File: src/rtl/divider_array_remul_seq.sv
// Rebuilds a dividend n_rec = q*d + r with a shift-add multiplier, one q bit per cycle (REMUL_ERR_EN adds n_ref/err_abs).
// Latency: out_valid rises exactly W clocks after the accept edge, with no early exit.
// Backpressure: a single request is in flight; in_ready stays low and n_rec is held until out_ready takes the result.
module divider_array_remul_seq #(
    parameter int W = 8
) (
    input  logic           clk,
    input  logic           rst,
    input  logic           in_valid,
    output logic           in_ready,
    input  logic [W-1:0]   q,
    input  logic [W-1:0]   d,
    input  logic [W-1:0]   r,
`ifdef REMUL_ERR_EN
    input  logic [2*W-1:0] n_ref,
    output logic [2*W-1:0] err_abs,
`endif
    output logic           out_valid,
    input  logic           out_ready,
    output logic [2*W-1:0] n_rec,
    output logic           busy
);
    localparam int CW = (W > 1) ? $clog2(W) : 1;

    typedef enum logic [1:0] {
        IDLE = 2'd0,
        MUL  = 2'd1,
        DONE = 2'd2
    } state_t;

    state_t          state;
    state_t          state_nxt;
    logic [W-1:0]    q_reg;
    logic [W-1:0]    d_reg;
    logic [2*W-1:0]  acc;
    logic [2*W-1:0]  sum;
    logic [CW-1:0]   cnt;
    logic            accept;
    logic            last_bit;

    assign accept   = in_valid && in_ready;
    assign last_bit = (cnt == CW'(W - 1));

    // Partial product for the current quotient bit; the 2W width cannot overflow.
    assign sum = acc + (q_reg[cnt] ? ({{W{1'b0}}, d_reg} << cnt) : '0);

    always_ff @(posedge clk) begin
        if (rst) begin
            state <= IDLE;
        end else begin
            state <= state_nxt;
        end
    end

    always_comb begin
        state_nxt = state;
        in_ready  = 1'b0;
        out_valid = 1'b0;
        busy      = 1'b0;
        case (state)
            IDLE: begin
                in_ready = 1'b1;
                if (in_valid) begin
                    state_nxt = MUL;
                end
            end
            MUL: begin
                busy = 1'b1;
                if (last_bit) begin
                    state_nxt = DONE;
                end
            end
            DONE: begin
                busy      = 1'b1;
                out_valid = 1'b1;
                if (out_ready) begin
                    state_nxt = IDLE;
                end
            end
            default: begin
                state_nxt = IDLE;
            end
        endcase
    end

`ifdef REMUL_ERR_EN
    logic [2*W-1:0] n_ref_reg;
    logic [2*W-1:0] diff;

    assign diff = (n_ref_reg >= sum) ? (n_ref_reg - sum) : (sum - n_ref_reg);

    always_ff @(posedge clk) begin
        if (rst) begin
            n_ref_reg <= '0;
            err_abs   <= '0;
        end else begin
            if (accept) begin
                n_ref_reg <= n_ref;
            end
            if (state == MUL && last_bit) begin
                err_abs <= diff;
            end
        end
    end
`endif

    // Operands are captured only at the accept edge; later input changes are ignored.
    always_ff @(posedge clk) begin
        if (rst) begin
            q_reg <= '0;
            d_reg <= '0;
            acc   <= '0;
            cnt   <= '0;
            n_rec <= '0;
        end else if (accept) begin
            q_reg <= q;
            d_reg <= d;
            acc   <= {{W{1'b0}}, r};
            cnt   <= '0;
        end else if (state == MUL) begin
            acc <= sum;
            cnt <= cnt + CW'(1);
            if (last_bit) begin
                n_rec <= sum;
            end
        end
    end
endmodule
File: config.mk
export PLATFORM = sky130hd
export DESIGN_NAME = divider_array_remul_seq
export DESIGN_NICKNAME = d
export VERILOG_FILES = /design/src/rtl/divider_array_remul_seq.sv
export SDC_FILE = /design/constraint.sdc
export NUM_CORES = 1
export LEC_CHECK = 0
export BUFFER_PORTS_ARGS = -buffer_cell sky130_fd_sc_hd__buf_2
export CORE_ASPECT_RATIO = 1.1
export CORE_MARGIN = 1.5
export CORE_UTILIZATION = 30
export CTS_BUF_LIST = sky130_fd_sc_hd__clkbuf_8
export CTS_CLUSTER_SIZE = 20
export DETAILED_ROUTE_END_ITERATION = 7
export HOLD_SLACK_MARGIN = 0.02
export REMOVE_ABC_BUFFERS = 1
export SYNTH_ARGS = -nofsm -noshare
export SYNTH_HDL_FRONTEND = slang
export SYNTH_SLANG_ARGS = --single-unit
File: constraint.sdc
create_clock -name clk -period 6.8 [get_ports clk]
set_input_delay 0.34 -clock clk [delete_from_list [all_inputs] [get_ports clk]]
set_output_delay 0.34 -clock clk [all_outputs]
set_load 0.01 [all_outputs]
* Word level (Yosys, flattened, before mapping) *
Cells that the tools add are included.

word-level totals
  register bits = 53
  output and inout bits = 19

operators by class
  add/sub/neg operators = 2
  magnitude comparators = 1
  equality and inequality tests = 6
  shift-type cells = 1
  muxes and demuxes = 12
  bitwise gates (word level) = 1
  reductions and logical operators = 7

operators by type and width
  kind                                                                   count
  16-bit adder                                                           1
  16-bit 2-to-1 mux                                                      1
  8-bit 2-to-1 mux                                                       2
  8-bit by 3-bit left shift with 16-bit output                           1
  2-bit 2-to-1 mux                                                       3
  2-bit != test (second input constant)                                  3
  2-bit case mux with 3 select lines                                     1
  3-bit AND reduction                                                    2
  3-bit by 4-bit < comparator with 1-bit output (second input constant)  1
  1-bit 2-to-1 mux                                                       4
  2-bit OR reduction                                                     2
  3-bit by 1-bit adder with 3-bit output (second input constant)         1
  1-bit binary-select mux with 3-bit select                              1
  3-bit == test (second input constant)                                  1
  2-bit by 1-bit == test with 1-bit output (second input constant)       1
  2-bit == test (second input constant)                                  1
  2-bit logical NOT                                                      1
  2-bit nonzero test                                                     1
  1-bit logical AND                                                      1
  1-bit NOT                                                              1

* Depth between registers and ports, before layout *
Gate-level depths: netlist (run 1).

  depth after elaboration = 6
  depth in mapped cells = 15
  mapped depth without buffers = 13

* Least setup slack after synthesis (run 1) *
Ideal clock, no wire load.

  path type = reg2reg
  from = register cnt[0]
  to = register acc[10]
  library setup time = 124 ps
  arrival = 2828 ps
  data required time = 6676 ps
  path slack = 3848 ps
  cell stages (with the launch flop) = 13
  buffers on the path = 1
  cells stage by stage = dfxtp_1 -> buf_4 -> mux4_2 -> nand2_1 -> nor2_1 -> ha_1 -> fa_1 -> a211o_1 -> a211oi_4 -> o211ai_1 -> xor2_1 -> mux2i_1 -> nor2_1

between the ends
  word-level cells in the longest chain between the ends = 4
  elaborated cells between the ends (all ways) = 5
  classes of those cells = add/sub (1); shift (1); mux (3)

ends and longest elaborated chain
  item                                       RTL line  RTL
  start: declaration                         37        logic [CW-1:0] cnt;
  start signal: assignment                   122       cnt <= cnt + CW'(1);
  1-bit binary-select mux with 3-bit select  45        assign sum = acc + (q_reg[cnt] ? ({{W{1'b0}}, d_reg} << cnt) : '0);
  1-bit 2-to-1 mux (not written as such)     45
  16-bit 2-to-1 mux (*)                      45
  16-bit adder (*)                           45
  end signal: assignment                     118       acc <= {{W{1'b0}}, r};
  end signal: assignment                     121       acc <= sum;
  end: declaration                           35        logic [2*W-1:0] acc;

Mark *: on every way between the ends. The rest lies on a longest branch, timed or not. The select of a mux whose other input is x is not followed.
A chain may end at the register's enable or synchronous reset.

* Final worst setup path (run 1) *
Same ends and word-level chain as after synthesis.

==> metrics.csv, run 1 <==
metric,value,unit
irDropWorstVdd,0.0973,mV
fin_nets,487,
first_pass_iters,4,
fin_util,34.7,%
critPathMaxFanout,18,
tightest_slew,987,ps
syn_area_per_cell,7.82,um2
worstSetupPathType,reg2reg,
ys.flop_type,dfxtp_1,
drive_above_1_share,14.1,%
finalSetupTns,0,ps
postCtsSetupBuffers,0,
dieArea,0.0112,mm2
maxCapViolCount,0,
status,completed,
synthDistinctLibCells,50,
worstPathRequired,6990,ps
cts_root_buf,clkbuf_8,
yosysTopAreaCell,dfxtp_1,
grt_pass1_wl,12.6,mm
synth_top_area_share,33.3,%
async_flop_share,0,%
grt_max_degree,49,
internal_power,0.554,mW
overflow,0,
relSlewSlack,34.0,%
fmax,282,MHz
power.switching,0.340,mW
cp-end-kind,flip-flop,
rsz0062_at_grt,no,
drt_iter0_drc,89,
synth_edf_count,0,
die_x,101,um
rows,39,
path_clk_slew,100,ps
seq_area_frac_synth,33.3,%
vias,2844,
reg_top3,"acc (16), n_rec (16)",
antenna_left,0,
p_sw_share,38.0,%
hold_viol_final,0,
synthTopCellsByArea,"dfxtp_1 33%, nand2_1 8.7%, ha_1 7.9%",
via_per_inst,4.89,
rrSetupSlack,3260,ps
final.setup_skew,9.23,ps
cts_buffer_depth,2,
cts_resized,0,
final_cells,582,
placedCellCount,574,
fin_worst_hold_slack,266,ps
avgRoutedWirePerCell,12.7,um
io_buffers,46,
cellPowerDensity,249,mW/mm2
fill_cells,1133,
grt_pass1_vias,2722,
timing.critical_path.arrival,3730,ps
start_kind,flip-flop,
timing.final.crit_share,52.1,%
dp.final_hpwl,5.47,mm
drc,0,
die_h,111,um
wl,7.39,mm
comb_power_share,37.9,%
p_total,0.893,mW
seq_power_share,43.0,%
ys_ff_latch,53,
syn_area,0.00318,mm2
cts_hold_buffers,0,
cts_tree,done,
ys.warnings.count,0,
antenna_found_initial,0,
start_util,30.8,%
finalSetupViolations,0,
clock_sinks,53,
io_pins,47,
syn-instance-count,407,
period_minus_slack,3540,ps
clkLatencyLatePin,310,ps
slew_viol_final,0,
antenna_cells,0,
leakage,1.46,nW
htreeDepth,2,
cts_made_buffers,5,
yosysMostFrequentCell,nand2_1,
gp_congestion,0.829,
core,0.0103,mm2
yosys-top-cells-count,"74 x nand2_1, 53 x dfxtp_1, 46 x a21oi_1, 46 x nor2_1, 20 x ha_1",
grt_use_total,13.7,%
power_frac_clock,19.1,%
area_growth,12.6,%
worstHoldPathType,in2reg,
-- metrics by stage --
step	worst slack (ps)	instance area (um2)
final	3260	3580
after global routing	2920	3580
after CTS	3260	3580
after detailed placement	3300	3500
after global placement	3360	3500
after floorplan	3610	3090
-- kinds of logic after synthesis --
kind of cell             synth area share [%]
flip-flops                               33.3
XOR/XNOR                                 2.48
adder cells (fa/ha/maj)                  8.49
buffers and inverters                    4.56
AND/OR/NAND/NOR                          22.9
multiplexers                             7.82
AO/OA/AOI/OAI                            20.4
-- placed cells by master, fill, tap and decap left out, types with 3 or more instances in the layout --
master    netlist  routed
a211oi_1       13      13
a21o_1          4       4
a21oi_1        46      46
and2_1          3       3
buf_2           5      46
clkbuf_8        0       5
dfxtp_1        53      53
ha_1           20      20
inv_1          13      16
mux2_2          3       3
mux2i_1        17      17
nand2_1        74      74
nand2b_1        4       4
nand3_1        10      10
nand3b_1        8       8
nor2_1         46      46
nor3_1          8       8
o21a_1          4       4
o21ai_0        12      12
o31ai_1         4       4
or3_1           4       4
xnor2_1         3       3
xor2_1          6       6
-- layer usage --
layer | wire length (um) | track usage (%) | vias up
met1 | 3510 | 17.8 | 1302
met4 | 71 | 4.26 | 0
met5 | 0 | 0 | -
met2 | 3540 | 23.0 | 49
li1 | - | - | 1486
met3 | 269 | 2.14 | 7
-- power by group through the flow --
| stage | Combinational [mW] | Clock [mW] | Sequential (mW) |
|---|---|---|---|
| after floorplan | 0.259 | 0 | 0.382 |
| after global placement | 0.333 | 0 | 0.391 |
| after global routing | 0.386 | 0.188 | 0.392 |
| after detailed placement | 0.340 | 0 | 0.392 |
| after CTS | 0.342 | 0.179 | 0.385 |
| final | 0.339 | 0.171 | 0.384 |
-- path summary, 6_finish.rpt --
check / from / to / depth (start not counted)
min reg2reg: n_rec[10] / n_rec[10] / 2
max reg2reg: cnt[0] / acc[10] / 11
max: cnt[0] / acc[10] / 11
min: r[2] / acc[2] / 3
-- worst max-delay path: stages (launching register included) --
cell and delay [ps]:
dfxtp_1 730, mux4_2 590, nand2_1 160, nor2_1 70, ha_1 200, fa_1 430
a211o_1 380, a211oi_4 330, o211ai_1 160, xor2_1 170, mux2i_1 140, nor2_1 60
-- cell type report --
type                            count  area [um2]  area share [%]
Multi-Input combinational cell    318        1980            55.2
Sequential cell                    53        1060            29.6
Timing Repair Buffer               47         238            6.63
Tap cell                          143         179            4.99
Clock buffer                        5        68.8            1.92
Inverter                           13        48.8            1.36
Clock inverter                      3        11.3           0.314
No activity file was read; power rests on OpenSTA's default activity.
==> inputs of run 2 (changes only) <==
Clock period 6.8 ns to 2.89 ns, I/O delays scaled along.
==> run 2 against run 1 <==
Clock skew is 0.87 ps lower. Wire length is 12% higher. Total power rose to 2.7 times the previous value. Global-route usage up 1.4 points. Core utilization up 4.8 points. Worst setup slack got worse by 3200 ps. Maximum frequency rose by 23%. Final area increased by 14%. Critical endpoint unchanged. Largest power group is now combinational cells.
==> metrics.csv, run 2 (same netlist as run 1, synthesis figures left out) <==
metric,value,unit
timing.final.crit_share,99.6,%
clkLatencyLatePin,320,ps
critPathBufInv,0,
slowest_stage,mux4_2,
cts_hold_buffers,0,
worstPathRequired,3100,ps
period_minus_slack,2880,ps
maxCapViolCount,0,
grt_max_degree,38,
timing.critical_path.arrival,3090,ps
htreeDepth,2,
grt_pass1_vias,2821,
dp.final_hpwl,6.20,mm
fin_worst_hold_slack,50.2,ps
rsz0062_at_grt,yes,
grt_pass1_wl,13.6,mm
cts_buffer_depth,2,
path_clk_slew,100,ps
crit_path_cell_trace,mux4_2 -> nand2_2 -> nor2_2 -> ha_2 -> fa_2 -> a211o_1 -> a211oi_4 -> o211ai_1 -> xor2_1 -> mux2i_1 -> nor2_1,
drc,0,
reg_top3,"acc (16), n_rec (16)",
via_per_inst,4.76,
wl,8.26,mm
cellPowerDensity,582,mW/mm2
antenna_left,0,
hold_viol_final,0,
cp_top_family,compound AO/OA/AOI/OAI gates,
worstHoldPathType,in2reg,
fin_area,0.00409,mm2
overflow,0,
fin_nets,531,
area_growth,28.3,%
dieArea,0.0112,mm2
clock_sinks,53,
drt_iter0_drc,98,
irDropWorstVdd,0.301,mV
critPathMaxStageDelay,500,ps
die_x,101,um
io_pins,47,
final_cell_mix,"73 x nand2_1, 51 x dfxtp_1, 46 x buf_2",
vias,2982,
relSlewSlack,43.1,%
cts_tree,done,
gp_congestion,0.845,
cp-end-kind,flip-flop,
io_buffers,46,
worstSetupPathType,reg2reg,
grt_use_total,15.1,%
start_util,30.8,%
placed_area,0.00380,mm2
slew_viol_final,0,
avgRoutedWirePerCell,13.2,um
tightest_slew,853,ps
fmax,347,MHz
leakage,1.72,nW
mostFrequentLayoutCell,nand2_1,
antenna_cells,0,
final.setup_skew,8.36,ps
antenna_found_initial,0,
cts_made_buffers,5,
cts_root_buf,clkbuf_8,
drive_above_1_share,28.8,%
rows,39,
core,0.0103,mm2
critPathMaxFanout,4,
first_pass_iters,4,
finalSetupViolations,0,
status,completed,
p_total,2.38,mW
die_h,111,um
start_kind,flip-flop,
fill_cells,1119,
## run 2: worst paths after layout
path / cells past startpoint / endpoint / slack, ps / start
setup / recovery: 11 / acc[10] / 10 / cnt[0]
hold / removal: 3 / d_reg[3] / 50 / d[3]
setup reg to reg: 11 / acc[10] / 10 / cnt[0]
hold reg to reg: 2 / n_rec[6] / 450 / n_rec[6]
## run 2: report_power, final
| group | leakage, nW | switching [mW] | internal, mW |
|---|---|---|---|
| Clock | 0.0542 | 0.264 | 0.218 |
| Sequential | 0.433 | 0.0719 | 0.823 |
| Combinational | 1.23 | 0.548 | 0.452 |
## run 2: through the flow
stage | util (%) | TNS (ps) | worst slack [ps] | std cells
detailed placement | 36.8 | -1700 | -191 | 614
finish | 39.5 | 0 | 11.8 | 626
global placement | 36.8 | -758 | -113 | 614
CTS | 38.0 | -0.157 | -0.157 | 622
floorplan | - | -3730 | -302 | 384
global route | 39.5 | -976 | -141 | 626
## run 2: routing by layer
metal,track usage (%),vias up,part of all wire (%)
li1,-,1564,-
met5,0,-,0
met4,3.61,0,1.5
met1,19.2,1352,45
met3,2.84,12,3.9
met2,26.0,54,49
## run 2: area by class of cell
| class | instances | area [um2] | area share, % |
|---|---|---|---|
| clock buffer | 7 | 96.3 | 2.36 |
| clock inverter | 1 | 5.00 | 0.122 |
| inverter | 13 | 48.8 | 1.19 |
| multi-input combinational | 318 | 2120 | 52.0 |
| sequential | 53 | 1070 | 26.1 |
| tap | 143 | 179 | 4.38 |
| timing repair buffer | 91 | 566 | 13.8 |
## run 2: tightest hold or removal path: stages
cell and delay [ps]:
buf_2 100, nand2_1 40, a21oi_1 50
## run 2: timing repair
action | 4_1_cts | 5_1_grt
cloned | 0 | 0
setup buffers | 0 | 5
hold endpoints to repair | 0 | 0
endpoints found under the setup margin | 21 | 21
pin swaps | 4 | 17
gates resized for setup | 12 | 30
==> inputs of run 3 (changes only) <==
Settings changed: CELL_PAD_IN_SITES_DETAIL_PLACEMENT from default to 1, CELL_PAD_IN_SITES_GLOBAL_PLACEMENT from default to 1, PLACE_DENSITY from default to 0.74.
==> run 3 against run 2 <==
Combinational power rose by 6%. Final area rose by 0.43%. Final cell count fell by 0.64%. Critical path type unchanged. Largest power group unchanged.
==> metrics.csv, run 3 (same netlist as run 1, synthesis figures left out) <==
metric,value,unit
final.setup_skew,11.9,ps
rrSetupSlack,20,ps
slew_viol_final,0,
cts_made_buffers,5,
first_pass_iters,4,
rr_worst_depth,12,
finalSetupViolations,0,
reg_top3,"acc (16), n_rec (16)",
slowest_stage,mux4_2,
timing.final.crit_share,99.2,%
io_pins,47,
grt_pass1_wl,15.2,mm
fmax,349,MHz
crit_path_cell_trace,mux4_2 -> nand2_4 -> and2_4 -> buf_4 -> a211oi_4 -> ha_4 -> o21a_1 -> nand2b_4 -> nor4b_4 -> nor3_1 -> nand3b_1 -> a21oi_2,
drc,0,
r2r-start,cnt[0],
area_growth,28.9,%
die_h,111,um
grt_max_degree,36,
cts_buffer_depth,2,
core,0.0103,mm2
rsz0062_at_grt,yes,
timing.critical_path.arrival,3120,ps
htreeDepth,2,
start_util,30.8,%
wl,9.50,mm
clkLatencyLatePin,320,ps
vias,3099,
setup.worst_path.start,cnt[0],
drive_above_1_share,28.4,%
leakage,1.71,nW
worstSetupPathType,reg2reg,
cp.depth,12,
start_kind,flip-flop,
final_cell_mix,"73 x nand2_1, 51 x dfxtp_1, 46 x buf_2",
io_buffers,46,
gp_congestion,0.904,
critPathMaxFanout,7,
grt_use_total,17.0,%
finalSetupTns,0,ps
period_minus_slack,2870,ps
antenna_cells,0,
dieArea,0.0112,mm2
cp-end-kind,flip-flop,
critPathMaxStageDelay,530,ps
overflow,0,
status,completed,
fin_nets,528,
tightest_slew,522,ps
cp-endpoint,acc[14],
cts_tree,done,
drt_iter0_drc,88,
maxCapViolCount,0,
cellPowerDensity,585,mW/mm2
worstHoldPathType,in2reg,
cp_top_family,simple AND/OR/NAND/NOR gates,
hold_viol_final,0,
antenna_found_initial,0,
via_per_inst,4.98,
avgRoutedWirePerCell,15.3,um
fin_worst_hold_slack,64.4,ps
r2r_end,acc[14],
antenna_left,0,
grt_pass1_vias,3195,
cts_root_buf,clkbuf_8,
rows,39,
relSlewSlack,65.2,%
clock_sinks,53,
irDropWorstVdd,0.247,mV
mostFrequentLayoutCell,nand2_1,
critPathBufInv,1,
path_clk_slew,100,ps
die_x,101,um
fill_cells,1291,
worstPathRequired,3140,ps
dp.final_hpwl,7.04,mm
[run 3: worst min-delay path, cell delays in order]
cell	delay, ps
buf_2	100
nand2_1	50
a21oi_1	50
[run 3: area by class of cell]
cell class,count,area [um2],area share [%]
inverters,13,48.8,1.19
multi-input cells,318,2180,53.0
repair buffers,88,546,13.3
well taps,143,179,4.36
flip-flops and latches,53,1070,26.0
clock buffers,6,82.6,2.01
clock inverters,1,3.75,0.0915
[run 3: worst min-delay path by stage]
stage / to / start / slack [ps] / cells after the start
after global placement: acc[2] / r[2] / 380 / 3
after global routing: q_reg[4] / q[4] / 70 / 3
after floorplan: d_reg[0] / rst / 210 / 1
after detailed placement: d_reg[2] / d[2] / 390 / 3
after CTS: d_reg[2] / d[2] / 60 / 3
final: d_reg[2] / d[2] / 60 / 3
[run 3: metal layers]
layer	vias up	share of wire (%)	wire (um)	global-route usage, %
met3	9	2.6	243	2.40
li1	1553	-	-	-
met2	45	54	5160	31.7
met1	1492	42	3950	19.8
met4	0	1.6	152	4.35
met5	-	0	0	0
[run 3: stage by stage]
stage	total power, mW	utilization (%)	cells	area [um2]	setup slack (ps)
after CTS	2.34	37.8	619	3920	-2.28
after detailed placement	1.88	36.6	612	3790	-162
after floorplan	1.51	-	384	3090	-302
after global routing	2.57	39.7	622	4100	-109
after global placement	1.84	36.6	612	3790	-79.4
final	2.40	39.7	622	4100	21.7
[run 3: repair_timing]
item,in CTS,in global routing
pin swaps,6,21
setup endpoints to repair,22,21
resized for setup,13,37
hold buffers,0,0
setup buffers,0,4
cloned,0,0
[run 3: where the power goes]
group | switching [mW] | internal [mW] | total, mW
Combinational | 0.592 | 0.466 | 1.06
Sequential | 0.0791 | 0.823 | 0.902
Clock | 0.252 | 0.188 | 0.440
